File: src/rtl/pio_bank_avmm.sv
// Avalon-MM PIO bank: NUM_OUT output words and NUM_IN debounced input words with
// edge capture (write-1-to-clear), per-bit IRQ masking and one registered level interrupt.
module pio_bank_avmm #(
  parameter int unsigned       DATA_W       = 32,
  parameter int unsigned       NUM_OUT      = 4,
  parameter int unsigned       NUM_IN       = 2,
  parameter logic [DATA_W-1:0] OUT_RESET    = '0,
  parameter int unsigned       DEBOUNCE_CYC = 50000,
  parameter int unsigned       EDGE_MODE    = 0
) (
  input  logic                      clk,
  input  logic                      reset_n,
  input  logic [4:0]                avs_address,
  input  logic                      avs_read,
  input  logic                      avs_write,
  input  logic [DATA_W-1:0]         avs_writedata,
  input  logic [DATA_W/8-1:0]       avs_byteenable,
  output logic [DATA_W-1:0]         avs_readdata,
  output logic [NUM_OUT*DATA_W-1:0] out_export,
  input  logic [NUM_IN*DATA_W-1:0]  in_export,
  output logic                      irq
);

  localparam int unsigned BE_W    = DATA_W / 8;
  localparam int unsigned CNT_W   = (DEBOUNCE_CYC > 2) ? $clog2(DEBOUNCE_CYC) : 1;
  localparam int unsigned CNT_MAX = (DEBOUNCE_CYC == 0) ? 0 : DEBOUNCE_CYC - 1;

  logic [DATA_W-1:0] r_out    [NUM_OUT];
  logic [DATA_W-1:0] r_mask   [NUM_IN];
  logic [DATA_W-1:0] r_edge   [NUM_IN];
  logic [DATA_W-1:0] r_in     [NUM_IN];
  logic [DATA_W-1:0] r_sync1  [NUM_IN];
  logic [DATA_W-1:0] r_sync2  [NUM_IN];
  logic [DATA_W-1:0] r_sync_d [NUM_IN];
  logic [CNT_W-1:0]  r_cnt    [NUM_IN];
  logic [NUM_IN-1:0] r_primed;
  logic [DATA_W-1:0] r_readdata;
  logic              r_irq;

  logic [DATA_W-1:0] w_raw      [NUM_IN];
  logic [DATA_W-1:0] w_det      [NUM_IN];
  logic [DATA_W-1:0] w_set      [NUM_IN];
  logic [DATA_W-1:0] w_clr      [NUM_IN];
  logic [DATA_W-1:0] w_edge_nxt [NUM_IN];
  logic [NUM_IN-1:0] w_load;
  logic [DATA_W-1:0] w_irqstat;
  logic [DATA_W-1:0] w_rdata;

  function automatic logic [DATA_W-1:0] f_merge(input logic [DATA_W-1:0] old_w,
                                                input logic [DATA_W-1:0] new_w,
                                                input logic [BE_W-1:0]   be);
    logic [DATA_W-1:0] res;
    res = old_w;
    for (int b = 0; b < BE_W; b++) begin
      if (be[b]) res[b*8 +: 8] = new_w[b*8 +: 8];
    end
    return res;
  endfunction

  genvar g;
  generate
    for (g = 0; g < NUM_OUT; g++) begin : g_out
      assign out_export[g*DATA_W +: DATA_W] = r_out[g];
    end
    for (g = 0; g < NUM_IN; g++) begin : g_in
      assign w_raw[g] = in_export[g*DATA_W +: DATA_W];
    end
  endgenerate

  // Debounce acceptance and edge capture; a same-cycle set beats the W1C clear.
  always_comb begin
    w_load = '0;
    for (int n = 0; n < NUM_IN; n++) begin
      w_det[n]      = '0;
      w_set[n]      = '0;
      w_clr[n]      = '0;
      w_edge_nxt[n] = r_edge[n];
      w_load[n] = (DEBOUNCE_CYC == 0) ? 1'b1 :
                  ((r_sync2[n] == r_sync_d[n]) && (r_cnt[n] == CNT_W'(CNT_MAX)));
      if (EDGE_MODE == 0)      w_det[n] = ~r_in[n] & r_sync2[n];
      else if (EDGE_MODE == 1) w_det[n] = r_in[n] & ~r_sync2[n];
      else                     w_det[n] = r_in[n] ^ r_sync2[n];
      if (w_load[n] && r_primed[n]) w_set[n] = w_det[n];
      if (avs_write && (avs_address == 5'(12 + n))) w_clr[n] = avs_writedata;
      w_edge_nxt[n] = (r_edge[n] & ~w_clr[n]) | w_set[n];
    end
  end

  always_comb begin
    w_irqstat = '0;
    for (int n = 0; n < NUM_IN; n++) begin
      w_irqstat[n] = |(r_edge[n] & r_mask[n]);
    end
  end

  // Read mux; absent channels and holes decode to zero.
  always_comb begin
    w_rdata = '0;
    for (int n = 0; n < NUM_OUT; n++) begin
      if (avs_address == 5'(n)) w_rdata = r_out[n];
    end
    for (int n = 0; n < NUM_IN; n++) begin
      if (avs_address == 5'(8 + n))  w_rdata = r_in[n];
      if (avs_address == 5'(12 + n)) w_rdata = r_edge[n];
      if (avs_address == 5'(16 + n)) w_rdata = r_mask[n];
    end
    if (avs_address == 5'h14) w_rdata = w_irqstat;
  end

  always_ff @(posedge clk or negedge reset_n) begin
    if (!reset_n) begin
      for (int n = 0; n < NUM_OUT; n++) r_out[n] <= OUT_RESET;
      for (int n = 0; n < NUM_IN; n++) begin
        r_mask[n]   <= '0;
        r_edge[n]   <= '0;
        r_in[n]     <= '0;
        r_sync1[n]  <= '0;
        r_sync2[n]  <= '0;
        r_sync_d[n] <= '0;
        r_cnt[n]    <= '0;
      end
      r_primed   <= '0;
      r_readdata <= '0;
      r_irq      <= 1'b0;
    end else begin
      for (int n = 0; n < NUM_OUT; n++) begin
        if (avs_write && (avs_address == 5'(n)))
          r_out[n] <= f_merge(r_out[n], avs_writedata, avs_byteenable);
      end
      for (int n = 0; n < NUM_IN; n++) begin
        if (avs_write && (avs_address == 5'(16 + n)))
          r_mask[n] <= f_merge(r_mask[n], avs_writedata, avs_byteenable);
        r_edge[n]   <= w_edge_nxt[n];
        r_sync1[n]  <= w_raw[n];
        r_sync2[n]  <= r_sync1[n];
        r_sync_d[n] <= r_sync2[n];
        if (r_sync2[n] != r_sync_d[n])
          r_cnt[n] <= '0;
        else if (r_cnt[n] != CNT_W'(CNT_MAX))
          r_cnt[n] <= r_cnt[n] + CNT_W'(1);
        if (w_load[n]) begin
          r_in[n]     <= r_sync2[n];
          r_primed[n] <= 1'b1;
        end
      end
      if (avs_read) r_readdata <= w_rdata;
      r_irq <= |w_irqstat;
    end
  end

  assign avs_readdata = r_readdata;
  assign irq          = r_irq;

endmodule

File: config.mk
export PLATFORM = sky130hd
export DESIGN_NAME = pio_bank_avmm
export DESIGN_NICKNAME = d
export VERILOG_FILES = /design/src/rtl/pio_bank_avmm.sv
export SDC_FILE = /design/constraint.sdc
export NUM_CORES = 1
export LEC_CHECK = 0
export CAP_MARGIN = 40
export CELL_PAD_IN_SITES_DETAIL_PLACEMENT = 1
export CELL_PAD_IN_SITES_GLOBAL_PLACEMENT = 1
export CORE_MARGIN = 2
export CORE_UTILIZATION = 50
export DETAILED_ROUTE_END_ITERATION = 7
export HOLD_SLACK_MARGIN = 0.05
export PLACE_DENSITY = 0.92
export SLEW_MARGIN = 20
export SYNTH_ARGS = -nofsm -noshare
export SYNTH_HDL_FRONTEND = slang
export SYNTH_SLANG_ARGS = --single-unit
File: constraint.sdc
create_clock -name clk -period 4.8 [get_ports clk]
set_input_delay 1.44 -clock clk [delete_from_list [all_inputs] [get_ports clk]]
set_output_delay 1.44 -clock clk [all_outputs]
set_load 0.005 [all_outputs]
==> impl_metrics.tcl <==
set metrics [dict create \
    internal-power_uw 8660 \
    layout-drive-gt1-share_pct 21.8 \
    drc 1 \
    power_switching_uw 2930 \
    use_met3_pct 9.59 \
    htree_levels 2 \
    wirelength_um 89500 \
    cp_slowest_stage_delay_ns 0.64 \
    maxCapViolCount 0 \
    synthDistinctLibCells 64 \
    synth-async-reset-ratio_pct 100 \
    worst_slack_ns 1.06 \
    p_comb_share_pct 10.8 \
    synth_xor_area_share_pct 3.33 \
    end_kind "flip-flop" \
    io_pins 270 \
    dieHeight_um 223 \
    final_cell_mix "dfrtp_1 (579), clkdlybuf4s50_1 (265), mux2_2 (256), nand2_1 (150), a32o_1 (63)" \
    peakVddDrop_uv 289 \
    required_ns 5.34 \
    critPathSlowestCell "clkdlybuf4s50_1" \
    pre_cts_ws_ns 0.519 \
    worst-path-stages 7 \
    clock-sinks 579 \
    start_util_pct 50.4 \
    period_needed_ns 3.74 \
    tightest_slew_ns 0.939 \
    ys_top_cells_by_area "dfrtp_1 (61%), mux2_2 (12%), a32o_1 (2.6%)" \
    cts_setup_buffers 0 \
    met2_usage_pct 59.5 \
    clk_path_buf_depth 3 \
    final_cells 2738 \
    die-area_sq_um 49600 \
    slew_viol_final 0 \
    reg2reg_depth 6 \
    sw_frac_of_total_pct 25.3 \
    antenna_found_initial 3 \
    synth_top_family_by_area "multiplexers" \
    arrival_ns 4.28 \
    synth_top_cell_area_share_pct 60.6 \
    ys_warn_count 0 \
    finClkSkew_ns 0.0232 \
    cts-buffers-inserted 59 \
    grt_util_met1_pct 45.3 \
    busiest_layer "met2" \
    clkTransAtPathRegs_ns 0.06 \
    period_share_pct 77.8 \
    io_buffers 269 \
    tns_ns 0 \
    path_cells "clkdlybuf4s50_1 > or3_1 > nor2_4 > buf_4 > a222oi_1 > a221o_1 > a32oi_1" \
    yosys_register_bits 579 \
    critPathBufInv 2 \
    pwr_density_cell_nw_per_um2 393 \
    wl_per_cell_um 32.7 \
    yosys.area_share.adder_pct 0.105 \
    critical_path.top_delay_family "simple AND/OR/NAND/NOR gates" \
    core_sq_um 47400 \
    dieWidth_um 223 \
    layout.nets 2186 \
    syn_avg_cell_area_sq_um 13.4 \
    drt_iter0_drc 2095 \
    ys_seq_area_share_pct 60.6 \
    hold_viol_final 0 \
    num_rows 80 \
    grt_pass1_vias 19479 \
    critPathLaunchType "primary input" \
    finalSetupViolCount 0 \
    synth_top_cell_by_area "dfrtp_1" \
    antenna_left 0 \
    dpl.hpwl_um 62000 \
    critical_path_class "in -> reg" \
    syn2layout_area_growth_pct 23.3 \
    layout_commonest_cell "dfrtp_1" \
    muxShareOfSynthArea_pct 14.8 \
    gp_congestion 0.989 \
    grt_setup_unrepaired "false" \
    dr.pass1.iters 8 \
    holdPathStages 0 \
    cts.root.buffer_cell "clkbuf_16" \
    violations "design-rule violations" \
    synth_nets 1890 \
    cellLeakagePower_uw 0.0128 \
    synth_compound_area_share_pct 9.97 \
    grt_max_degree 96 \
    max_freq_ghz 0.268 \
    cts_hold_buf 0 \
    ys.flop_type "dfrtp_1" \
    synth-edff-count 0 \
    hold_path.class "reg -> reg" \
    synth-simple-area-share_pct 8.90 \
    syn_inst 1779 \
    grt_pass1_wl_um 133000 \
    synth_area_sq_um 23900 \
    grt_overflow 0 \
    placed_cells_incl_taps 2629 \
    ctsResizeCount 0 \
    sequentialPowerShare_pct 47.9 \
    vias 17860 \
    slew_headroom_pct 37.2 \
    p_clk_share_pct 41.3 \
    cts_tree "built" \
    insertion_delay_ns 0.64 \
    cp_max_fo 16 \
    avgViaCountPerCell 6.52 \
    status "finished with violations" \
    grt.total_usage_pct 36.5 \
]
## per-stage QoR
stage               total power (uW)  cell area [sq um]  hold WS (ns)  util [%]
global placement                6750              27500         0.333      57.9
finish                         11600              29500         0.341      62.1
floorplan                       5920              23900         0.331         -
detailed placement              6830              27500         0.336      57.9
CTS                            11600              29500         0.346      62.1
global route                   11900              29500         0.353      62.1
## cell usage after synthesis (all sizes together) (13+ instances only)
| library cell | count |
|---|---|
| a21o | 23 |
| a221o | 26 |
| a222oi | 25 |
| a22oi | 35 |
| a32o | 63 |
| a32oi | 23 |
| buf | 42 |
| clkbuf | 43 |
| dfrtp | 579 |
| inv | 40 |
| mux2 | 263 |
| mux4 | 23 |
| nand2 | 150 |
| nand2b | 16 |
| nand3 | 27 |
| nand4 | 25 |
| nor2 | 75 |
| nor2b | 44 |
| nor4 | 13 |
| o211ai | 23 |
| xnor2 | 48 |
| xor2 | 43 |
## power by group through the flow
stage          Combinational, uW  Clock (uW)  Sequential, uW
2_1_floorplan                443           0            5480
3_3_place_gp                1170           0            5570
3_5_place_dp                1220           0            5610
4_1_cts                     1250        4820            5540
5_1_grt                     1320        5010            5570
6_report                    1250        4790            5550
## final timing paths
| kind | startpoint | slack, ns | endpoint |
|---|---|---|---|
| max | avs_address[2] | 1.06 | avs_readdata[31] |
| max reg2reg | r_sync2[24] | 1.26 | r_in[15] |
| max in group asynchronous | reset_n | 2.90 | r_mask[19] |
| min | r_sync1[40] | 0.34 | r_sync2[40] |
| min reg2reg | r_sync1[40] | 0.34 | r_sync2[40] |
| min in group asynchronous | reset_n | 0.81 | r_cnt[4] |
## logic make-up after synthesis
group | Yosys count
simple gates | 409
fa+ha+maj | 2
buf+inv | 126
xor+xnor | 91
flops | 579
compound gates | 281
mux | 291
## area by class of cell
cell class                      instances  area, sq um
Clock inverter                         16          208
Antenna cell                            1         2.50
Sequential cell                       579        14500
Clock buffer                           92         1800
Inverter                               41          154
Tap cell                              615          769
Multi-Input combinational cell       1074         8890
Timing Repair Buffer                  320         3170
Fill cell                            4501        18000
## per-layer routing
| metal | vias to the layer above | share of wire (%) | wire, um |
|---|---|---|---|
| li1 | 7151 | - | - |
| met1 | 9394 | 38 | 34200 |
| met2 | 1009 | 48 | 42600 |
| met3 | 306 | 8.5 | 7580 |
| met4 | 0 | 5.7 | 5140 |
| met5 | - | 0 | 0 |
## flip-flops by register name (all words and copies together), names as in the netlist
| name | flops |
|---|---|
| avs_readdata | 32 |
| r_in | 64 |
| irq | 1 |
| r_mask | 64 |
| r_sync2 | 64 |
| r_sync1 | 64 |
| out_export | 128 |
| r_edge | 64 |
| r_sync_d | 64 |
| r_cnt | 32 |
| r_primed | 2 |
(Power assumes the default switching activity.)
